==> src/rtl/regfile_wb_arbiter_pkg.sv <==
// Shared definitions for the register-file writeback arbiter.
package regfile_wb_arbiter_pkg;

    localparam int unsigned DATA_W_DEF = 32;
    localparam int unsigned ADDR_W_DEF = 5;
    localparam int unsigned REG_ZERO   = 0;

    // Requester identity; also the encoding of the round-robin pointer.
    typedef enum logic {
        REQ_ALU = 1'b0,
        REQ_MEM = 1'b1
    } req_e;

endpackage

==> src/rtl/regfile_wb_arbiter_wb_fifo.sv <==
// Small synchronous FIFO of {dest reg, data} writeback entries.
// Exposes per-entry valid/dest so the parent can build a pending mask.
module wb_fifo #(
    parameter int unsigned DEPTH  = 2,
    parameter int unsigned ADDR_W = 5,
    parameter int unsigned DATA_W = 32
) (
    input  logic                         clk_i,
    input  logic                         rst_i,
    input  logic                         push_i,
    input  logic [ADDR_W-1:0]            push_reg_i,
    input  logic [DATA_W-1:0]            push_data_i,
    input  logic                         pop_i,
    output logic                         full_o,
    output logic                         empty_o,
    output logic [ADDR_W-1:0]            head_reg_o,
    output logic [DATA_W-1:0]            head_data_o,
    output logic [DEPTH-1:0]             ent_valid_o,
    output logic [DEPTH-1:0][ADDR_W-1:0] ent_reg_o
);

    localparam int unsigned PTR_W = $clog2(DEPTH);

    logic [PTR_W-1:0]             wr_ptr_q, wr_ptr_d;
    logic [PTR_W-1:0]             rd_ptr_q, rd_ptr_d;
    logic [DEPTH-1:0]             vld_q, vld_d;
    logic [DEPTH-1:0][ADDR_W-1:0] reg_q, reg_d;
    logic [DEPTH-1:0][DATA_W-1:0] data_q, data_d;

    logic do_push, do_pop;

    // Per-slot valid bits make full/empty direct reductions, no counter needed.
    assign full_o      = &vld_q;
    assign empty_o     = ~|vld_q;
    assign do_push     = push_i & ~full_o;
    assign do_pop      = pop_i & ~empty_o;
    assign head_reg_o  = reg_q[rd_ptr_q];
    assign head_data_o = data_q[rd_ptr_q];
    assign ent_valid_o = vld_q;
    assign ent_reg_o   = reg_q;

    // Next-state: write at wr_ptr, retire at rd_ptr; pointers wrap modulo DEPTH.
    always_comb begin
        wr_ptr_d = wr_ptr_q;
        rd_ptr_d = rd_ptr_q;
        vld_d    = vld_q;
        reg_d    = reg_q;
        data_d   = data_q;
        if (do_push) begin
            reg_d[wr_ptr_q]  = push_reg_i;
            data_d[wr_ptr_q] = push_data_i;
            vld_d[wr_ptr_q]  = 1'b1;
            wr_ptr_d         = wr_ptr_q + PTR_W'(1);
        end
        if (do_pop) begin
            vld_d[rd_ptr_q] = 1'b0;
            rd_ptr_d        = rd_ptr_q + PTR_W'(1);
        end
    end

    // State register with asynchronous clear of all entries.
    always_ff @(posedge clk_i or posedge rst_i) begin
        if (rst_i) begin
            wr_ptr_q <= '0;
            rd_ptr_q <= '0;
            vld_q    <= '0;
            reg_q    <= '0;
            data_q   <= '0;
        end else begin
            wr_ptr_q <= wr_ptr_d;
            rd_ptr_q <= rd_ptr_d;
            vld_q    <= vld_d;
            reg_q    <= reg_d;
            data_q   <= data_d;
        end
    end

endmodule

==> src/rtl/regfile_wb_arbiter.sv <==
// Round-robin arbiter sharing the register-file write port between the
// ALU and load writeback paths. Port outputs are registered on posedge so
// the register file can sample them on negedge.
module regfile_wb_arbiter
    import regfile_wb_arbiter_pkg::*;
#(
    parameter int unsigned DATA_W = DATA_W_DEF,
    parameter int unsigned ADDR_W = ADDR_W_DEF,
    parameter int unsigned DEPTH  = 2
) (
    input  logic                 clock,
    input  logic                 reset,
    input  logic                 alu_valid,
    output logic                 alu_ready,
    input  logic [ADDR_W-1:0]    alu_reg,
    input  logic [DATA_W-1:0]    alu_data,
    input  logic                 mem_valid,
    output logic                 mem_ready,
    input  logic [ADDR_W-1:0]    mem_reg,
    input  logic [DATA_W-1:0]    mem_data,
    output logic                 RegWrite,
    output logic [ADDR_W-1:0]    writeReg,
    output logic [DATA_W-1:0]    writeData,
    output logic [2**ADDR_W-1:0] pending,
    output logic                 idle
);

    logic                         alu_full, alu_empty, mem_full, mem_empty;
    logic [ADDR_W-1:0]            alu_head_reg, mem_head_reg;
    logic [DATA_W-1:0]            alu_head_data, mem_head_data;
    logic [DEPTH-1:0]             alu_ent_vld, mem_ent_vld;
    logic [DEPTH-1:0][ADDR_W-1:0] alu_ent_reg, mem_ent_reg;
    logic                         alu_push, mem_push, grant_alu, grant_mem;

    req_e              rr_q, rr_d;
    logic              regwrite_q, regwrite_d;
    logic [ADDR_W-1:0] wreg_q, wreg_d;
    logic [DATA_W-1:0] wdata_q, wdata_d;

    // Writes to r0 complete the handshake but are never stored.
    assign alu_ready = ~reset & ~alu_full;
    assign mem_ready = ~reset & ~mem_full;
    assign alu_push  = alu_valid & alu_ready & (alu_reg != ADDR_W'(REG_ZERO));
    assign mem_push  = mem_valid & mem_ready & (mem_reg != ADDR_W'(REG_ZERO));

    wb_fifo #(.DEPTH(DEPTH), .ADDR_W(ADDR_W), .DATA_W(DATA_W)) u_alu_fifo (
        .clk_i       (clock),
        .rst_i       (reset),
        .push_i      (alu_push),
        .push_reg_i  (alu_reg),
        .push_data_i (alu_data),
        .pop_i       (grant_alu),
        .full_o      (alu_full),
        .empty_o     (alu_empty),
        .head_reg_o  (alu_head_reg),
        .head_data_o (alu_head_data),
        .ent_valid_o (alu_ent_vld),
        .ent_reg_o   (alu_ent_reg)
    );

    wb_fifo #(.DEPTH(DEPTH), .ADDR_W(ADDR_W), .DATA_W(DATA_W)) u_mem_fifo (
        .clk_i       (clock),
        .rst_i       (reset),
        .push_i      (mem_push),
        .push_reg_i  (mem_reg),
        .push_data_i (mem_data),
        .pop_i       (grant_mem),
        .full_o      (mem_full),
        .empty_o     (mem_empty),
        .head_reg_o  (mem_head_reg),
        .head_data_o (mem_head_data),
        .ent_valid_o (mem_ent_vld),
        .ent_reg_o   (mem_ent_reg)
    );

    // Grant selection: lone non-empty side wins, ties go to rr; rr flips after a grant.
    always_comb begin
        grant_alu  = 1'b0;
        grant_mem  = 1'b0;
        rr_d       = rr_q;
        regwrite_d = 1'b0;
        wreg_d     = wreg_q;
        wdata_d    = wdata_q;
        if (!alu_empty && (mem_empty || rr_q == REQ_ALU)) begin
            grant_alu  = 1'b1;
            rr_d       = REQ_MEM;
            regwrite_d = 1'b1;
            wreg_d     = alu_head_reg;
            wdata_d    = alu_head_data;
        end else if (!mem_empty) begin
            grant_mem  = 1'b1;
            rr_d       = REQ_ALU;
            regwrite_d = 1'b1;
            wreg_d     = mem_head_reg;
            wdata_d    = mem_head_data;
        end
    end

    // Registered write port and round-robin pointer.
    always_ff @(posedge clock or posedge reset) begin
        if (reset) begin
            rr_q       <= REQ_ALU;
            regwrite_q <= 1'b0;
            wreg_q     <= '0;
            wdata_q    <= '0;
        end else begin
            rr_q       <= rr_d;
            regwrite_q <= regwrite_d;
            wreg_q     <= wreg_d;
            wdata_q    <= wdata_d;
        end
    end

    // Pending mask: every buffered destination plus the one on the port now.
    always_comb begin
        pending = '0;
        for (int unsigned i = 0; i < DEPTH; i++) begin
            if (alu_ent_vld[i]) pending[alu_ent_reg[i]] = 1'b1;
            if (mem_ent_vld[i]) pending[mem_ent_reg[i]] = 1'b1;
        end
        if (regwrite_q) pending[wreg_q] = 1'b1;
    end

    assign RegWrite  = regwrite_q;
    assign writeReg  = wreg_q;
    assign writeData = wdata_q;
    assign idle      = alu_empty & mem_empty & ~regwrite_q;

endmodule
==> config.mk <==
export PLATFORM = sky130hd
export DESIGN_NAME = regfile_wb_arbiter
export DESIGN_NICKNAME = d
export VERILOG_FILES = /design/src/rtl/regfile_wb_arbiter_pkg.sv /design/src/rtl/regfile_wb_arbiter_wb_fifo.sv /design/src/rtl/regfile_wb_arbiter.sv
export SDC_FILE = /design/constraint.sdc
export NUM_CORES = 1
export LEC_CHECK = 0
export BUFFER_PORTS_ARGS = -buffer_cell sky130_fd_sc_hd__buf_4
export CAP_MARGIN = 15
export CORE_ASPECT_RATIO = 2
export CORE_MARGIN = 4
export CORE_UTILIZATION = 55
export DETAILED_ROUTE_END_ITERATION = 6
export PLACE_DENSITY_LB_ADDON = 0.25
export SLEW_MARGIN = 20
export SYNTH_ARGS = -nofsm -noshare
export SYNTH_HDL_FRONTEND = slang
export SYNTH_HIERARCHICAL = 1
export SYNTH_SLANG_ARGS = --single-unit
export TNS_END_PERCENT = 20
==> constraint.sdc <==
create_clock -name clock -period 2.5 [get_ports clock]
set_input_delay 0.125 -clock clock [delete_from_list [all_inputs] [get_ports clock]]
set_output_delay 0.125 -clock clock [all_outputs]
set_load 0.005 [all_outputs]
* Yosys cells after proc, flatten, opt, wreduce, memory -nomap -nowiden
Index checks and enable logic that the tools add are counted.
** Storage, ports and cells
- RAM bits :: 0
- Logic and storage cells :: 144
- Output and inout port bits :: 73
- Bits in registers :: 195
- Memories kept :: 0
- Memory bits (read-only) :: 0
- Bits in latches :: 0
- Input bits :: 78
** Operators by class
- Reductions and logical operators :: 20
- Order comparisons :: 18
- Mux-type cells :: 57
- Multipliers :: 0
- Bitwise gates (word level) :: 27
- Divide/modulo/power cells :: 0
- Shifts and indexed selects :: 0
- Equal/unequal tests :: 0
- Add/subtract/negate cells :: 4
** Operator list (number)
- two-way mux 32 bit :: 13
- bitwise mux 64 bit :: 2
- bitwise OR 32 bit :: 4
- demux 32 bit (select 1 bit) :: 2
- two-way mux 5 bit :: 8
- < comparator 5 x 6 -> 1 bit, second input constant :: 5
- demux 1 bit (select 5 bit) :: 5
- >= comparator 5 x 1 -> 1 bit, second input constant :: 5
- bitwise mux 10 bit :: 2
- two-way mux 1 bit :: 15
- bitwise AND 1 bit :: 12
- demux 5 bit (select 1 bit) :: 2
- logical AND 1 bit :: 10
- nonzero test 5 bit :: 2
- < comparator 1 x 2 -> 1 bit, second input constant :: 4
- two-way mux 2 bit :: 4
- NOT 1 bit :: 5
- adder 1 bit, second input constant :: 4
- bitwise AND 2 bit :: 2
- demux 1 bit (select 1 bit) :: 4
- >= comparator 1 bit, second input constant :: 4
- NOT 2 bit :: 2
- bitwise OR 2 bit :: 2
- AND reduction 2 bit :: 2
- other kinds (4) :: 6

* Depth between registers and ports, before layout
- Depth in word-level cells :: 13
- Gate-level depth with buffers :: 8
- Gate-level depth less buffers :: 7

* Modules after synthesis
Netlist, hierarchy kept.
** Modules (own cells, without submodules)
- wb_fifo :: area each 3542.1 um^2, cells each 214, seq. area each 1951.9 um^2, times used 2
- regfile_wb_arbiter :: area each 3126.7 um^2, cells each 361, seq. area each 975.9 um^2, times used 1

* Least setup slack after synthesis
OpenSTA, ideal clock, no wires.
- Path type :: flip-flop to flip-flop
- Start :: register u_alu_fifo.vld_q[0], in the netlist u_alu_fifo/ent_valid_o[0]
- End :: register u_alu_fifo/data_q[0] in the netlist's numbering
- Period minus slack after synthesis :: 2.082 ns
- Library setup time :: 0.125 ns
- Cell stages (with the launch flop) :: 9
- Path buffers :: 1
- Data required time :: 2.375 ns
- Setup slack :: 0.418 ns
- Arrival :: 1.957 ns
- Path through :: dfrtp_1 and2_4 nor2_1 nand2_1 a21oi_1 a21bo_2 nor2_8 buf_6 mux2_2
** Between the ends
- Longest elaborated chain between the ends :: 6
** Ends and longest elaborated chain
- from (decl) :: RTL line regfile_wb_arbiter_wb_fifo.sv:26 : logic [DEPTH-1:0] vld_q, vld_d;
- from (signal assigned) :: RTL line regfile_wb_arbiter_wb_fifo.sv:72 : vld_q <= vld_d;
- AND reduction 2 bit :: RTL line regfile_wb_arbiter_wb_fifo.sv:33 : assign full_o = &vld_q;
- net alu_full :: RTL line regfile_wb_arbiter.sv:28 : logic alu_full, alu_empty, mem_full, mem_empty;
- NOT 1 bit :: RTL line regfile_wb_arbiter.sv:41 : assign alu_ready = ~reset & ~alu_full;
- bitwise AND 1 bit :: RTL line regfile_wb_arbiter.sv:41
- net alu_ready :: RTL line regfile_wb_arbiter.sv:14 : output logic alu_ready,
- bitwise AND 1 bit (2 in a row) :: RTL line regfile_wb_arbiter.sv:43 : assign alu_push = alu_valid & alu_ready & (alu_reg != ADDR_W'(REG_ZERO));
- net alu_push :: RTL line regfile_wb_arbiter.sv:33 : logic alu_push, mem_push, grant_alu, grant_mem;
- bitwise AND 1 bit :: RTL line regfile_wb_arbiter_wb_fifo.sv:35 : assign do_push = push_i & ~full_o;
- to (signal assigned) :: RTL line regfile_wb_arbiter_wb_fifo.sv:74 : data_q <= data_d;
- to (decl) :: RTL line regfile_wb_arbiter_wb_fifo.sv:28 : logic [DEPTH-1:0][DATA_W-1:0] data_q, data_d;
The timed path passes the listed nets, and every way through them passes these cells.
A chain may end at the register's enable or synchronous reset.

* Final worst setup path
- Start :: register u_alu_fifo.reg_q (netlist bit u_alu_fifo/ent_reg_o[9])
- End :: output port pending[19]
** Between the ends
- Longest elaborated chain between the ends :: 10
- Elaborated cells between the ends (all ways) :: 11
** Ends and longest elaborated chain
- from (decl) :: RTL line regfile_wb_arbiter_wb_fifo.sv:27 : logic [DEPTH-1:0][ADDR_W-1:0] reg_q, reg_d;
- from (signal assigned) :: RTL line regfile_wb_arbiter_wb_fifo.sv:73 : reg_q <= reg_d;
- < comparator 5 x 6 -> 1 bit (not written as such) or >= comparator 5 x 1 -> 1 bit (tied branches) :: RTL line regfile_wb_arbiter.sv:118 : if (alu_ent_vld[i]) pending[alu_ent_reg[i]] = 1'b1;
- logical AND 1 bit (not written as such) :: RTL line regfile_wb_arbiter.sv:118
- two-way mux 1 bit (not written as such) :: RTL line regfile_wb_arbiter.sv:118
- demux 1 bit (select 5 bit) * :: RTL line regfile_wb_arbiter.sv:118
- bitwise OR 32 bit (no line) *
- two-way mux 32 bit * :: RTL line regfile_wb_arbiter.sv:118
- bitwise OR 32 bit (no line)
- two-way mux 32 bit * :: RTL line regfile_wb_arbiter.sv:119 : if (mem_ent_vld[i]) pending[mem_ent_reg[i]] = 1'b1;
- bitwise OR 32 bit (no line)
- two-way mux 32 bit * :: RTL line regfile_wb_arbiter.sv:121 : if (regwrite_q) pending[wreg_q] = 1'b1;
- to (decl) :: RTL line regfile_wb_arbiter.sv:24 : output logic [2**ADDR_W-1:0] pending,
Every way passes the cells marked *; elsewhere a longest branch is shown, timed or not.

==> impl_metrics.env <==
export IMPL_status="complete, no violations"
export IMPL_grt_use_total_pct=30.66
export IMPL_rsz0062_at_grt="no"
export IMPL_drive_gt1_share_pct=44.95
export IMPL_maxSlewViolCount=0
export IMPL_dp_hpwl_um=21990
export IMPL_drt_iter0_markers=505
export IMPL_finClkSkew_ns=0.005861
export IMPL_gp_congestion=0.9666
export IMPL_drc=0
export IMPL_arrival_ns=2.32
export IMPL_cellPowerDensity_nw_per_um2=1344
export IMPL_setup_slack_ns=0.05943
export IMPL_grt_pass1_wl_um=49580
export IMPL_hold_viol=0
export IMPL_placed_area_sq_um=11590
export IMPL_cts_tree="built"
export IMPL_dieArea_sq_um=20940
export IMPL_p_sw_share_pct=37.41
export IMPL_cts_clk_slew_worst_paths_ns=0.07
export IMPL_design_portCount=151
export IMPL_ys_types=49
export IMPL_path_class="reg -> out"
export IMPL_via_per_inst=6.322
export IMPL_area_growth_pct=26.70
export IMPL_fp_row_count=70
export IMPL_layout_common_cells="dfrtp_1, buf_4, mux2_2, dlygate4sd3_1, mux2_4"
export IMPL_synth_edf_count=0
export IMPL_initial_core_util_pct=55.78
export IMPL_worst_r2r_cell_count=8
export IMPL_start_kind="flop"
export IMPL_antenna_found_initial=1
export IMPL_slew_headroom_pct=32.36
export IMPL_r2r_start="u_alu_fifo/ent_valid_o[0]$_DFF_PP0_"
export IMPL_via_count=7884
export IMPL_leakage_nw=5.975
export IMPL_crit_path_end_kind="output port"
export IMPL_cts_setup_buffers=0
export IMPL_yosys_warnings=6
export IMPL_clock_fmax_mhz=409.7
export IMPL_finalWirelength_um=31870
export IMPL_internal_power_mw=10.89
export IMPL_layout_cells_most_common="dfrtp_1"
export IMPL_clkPwrFrac_pct=15.5
export IMPL_final_setup_viol_count=0
export IMPL_required_ns=2.38
export IMPL_ir_drop_mv=0.7975
export IMPL_synth_flop_cell="dfrtp_1"
export IMPL_synth_nets=867
export IMPL_pwr_share_comb_pct=47.9
export IMPL_p_seq_share_pct=36.6
export IMPL_firstDrtPassIters=5
export IMPL_final_core_util_pct=70.68
export IMPL_worstMarginPinSlew_ns=1.012
export IMPL_core_sq_um=18310
export IMPL_grt_pass1_vias=8585
export IMPL_r2r_slack_ns=0.17
export IMPL_drv_cap=0
export IMPL_clock_sinks=195
export IMPL_grt_start_max_net_pins=50
export IMPL_dp_slack_ns=0.1490
export IMPL_post_drt_wl_per_cell_um=25.56
export IMPL_insertion_delay_ns=0.43
export IMPL_cts_inserted_buffers=17
export IMPL_syn_area_sq_um=10210
export IMPL_syn_area_per_cell_sq_um=12.94
export IMPL_timing_rr_end="u_alu_fifo/data_q[4]$_DFFE_PP0P_"
export IMPL_port_buffers=150
export IMPL_power_switching_mw=6.506
export IMPL_nets=1095
export IMPL_die_w_um=104.3
export IMPL_synth_seq_cells=195
export IMPL_min_period_ns=2.441
export IMPL_critPathLaunch="u_alu_fifo/ent_reg_o[9]$_DFFE_PP0P_"
export IMPL_fin_tns_setup_ns=0
export IMPL_hp_class="in -> reg"
export IMPL_syn_inst=789
export IMPL_stdcell_count=1247
export IMPL_ys_seq_area_share_pct=47.79
export IMPL_die_h_um=200.7
export IMPL_cts_buffer_depth=2
export IMPL_async_reset_ff_share_pct=100.0
export IMPL_htreeDepth=4
export IMPL_grt_overflow_total=0
export IMPL_crit_fanout=10
export IMPL_dp_cells=1139
export IMPL_worstSetupEndpoint="pending[19]"
export IMPL_cts_root_buffer="clkbuf_16"
export IMPL_antenna_left=0
export IMPL_period_share_pct=97.62
export IMPL_design_area_sq_um=12940
registers in the layout, indices dropped and copies added (netlist names):
name	count
u_alu_fifo/data_q	64
u_mem_fifo/ent_reg_o	10
u_alu_fifo/ent_valid_o	2
u_alu_fifo/ent_reg_o	10
u_alu_fifo/wr_ptr_q	1
u_mem_fifo/data_q	64
u_alu_fifo/rd_ptr_q	1
u_mem_fifo/rd_ptr_q	1
u_mem_fifo/ent_valid_o	2
writeReg	5
rr_q	1
writeData	32
RegWrite	1
u_mem_fifo/wr_ptr_q	1
per-stage QoR:
step                      hold WS (ns)  power [mW]
after global routing            0.1826       18.25
after CTS                       0.1490       17.31
after detailed placement        0.2638       14.44
final                           0.1657       17.39
after global placement          0.2475       14.21
after floorplan                 0.2597       11.45
layer usage:
metal	vias up	routed length (um)	part of all wire [%]	GRT usage [%]
met3	107	1161	3.6	4.120
met2	300	17650	55	56.17
met1	4002	11040	35	32.41
li1	3475	-	-	-
met4	0	2024	6.4	19.64
met5	-	0	0	0
how the worst min path moves through the flow:
stage / startpoint / to / slack (ns) / cells past startpoint
6_report: alu_valid / u_alu_fifo/ent_valid_o[1]$_DFF_PP0_ / 0.17 / 5
5_1_grt: alu_valid / u_alu_fifo/ent_valid_o[1]$_DFF_PP0_ / 0.18 / 5
4_1_cts: alu_valid / u_alu_fifo/ent_valid_o[1]$_DFF_PP0_ / 0.15 / 5
3_5_place_dp: reset / u_alu_fifo/ent_reg_o[5]$_DFFE_PP0P_ / 0.26 / 2
3_3_place_gp: reset / u_alu_fifo/data_q[1]$_DFFE_PP0P_ / 0.25 / 2
2_1_floorplan: alu_data[19] / u_alu_fifo/data_q[19]$_DFFE_PP0P_ / 0.26 / 1
timing repair:
| item | in CTS | in global routing |
|---|---|---|
| hold endpoints to repair | 249 | 0 |
| hold buffers | 75 | 0 |
| setup endpoints to repair | 0 | 3 |
| gates resized for setup | 0 | 3 |
cell type report:
type                    instances  area [sq um]
clock inverters                12         121.4
inverters                       6         25.02
repair buffers                257          2180
well taps                     216         270.3
multi-input cells             540          5000
diodes                          1         2.502
flip-flops and latches        195          4882
fillers                      1291          5368
clock buffers                  20         456.7
cell usage after synthesis, drive strengths merged (2+ instances only):
library cell | number | area, sq um
nand4 | 7 | 43.79
o21ai | 2 | 10.01
nand2 | 22 | 82.58
o22ai | 24 | 150.1
nor4bb | 8 | 80.08
a22oi | 24 | 180.2
xnor2 | 4 | 35.03
and4bb | 7 | 91.34
buf | 27 | 267.8
dfrtp | 195 | 4880
mux2 | 222 | 2725
nor3 | 11 | 55.05
o32ai | 4 | 35.03
and3 | 37 | 232.7
a221o | 37 | 370.4
o22a | 2 | 20.02
and2b | 2 | 15.01
nand3b | 2 | 15.01
nor4b | 5 | 43.79
or3 | 9 | 56.30
nand2b | 10 | 62.56
nand3 | 20 | 100.1
nor2b | 11 | 68.82
clkbuf | 21 | 78.83
a21oi | 7 | 35.03
a211o | 4 | 36.29
and2 | 5 | 36.29
a32oi | 5 | 43.79
nor2 | 24 | 122.6
nand4b | 14 | 122.6
or4 | 3 | 22.52
inv | 6 | 22.52
a21bo | 2 | 20.02
or2 | 2 | 12.51
logic make-up after synthesis:
logic type / after synthesis / synth area share (%)
and+or+nand+nor: 201 / 12.58
DFF: 195 / 47.79
muxes: 222 / 26.69
AOI/OAI and AO/OA: 113 / 8.982
buffers and inverters: 54 / 3.615
xor gates and xnor gates: 4 / 0.3431
critical path, stage by stage (launching register included):
cell and delay (ns):
dfrtp_1 0.57, nor4bb_1 0.68, a32oi_1 0.30, nand4_1 0.21, buf_4 0.13
power by group through the flow:
stage	registers (mW)	logic, mW	clock network (mW)
global route	6.56	8.83	2.86
global placement	6.28	7.93	0
CTS	6.30	8.26	2.74
floorplan	5.74	5.71	0
finish	6.37	8.33	2.70
detailed placement	6.34	8.10	0
Note: power is estimated with default switching activity, not from simulation.
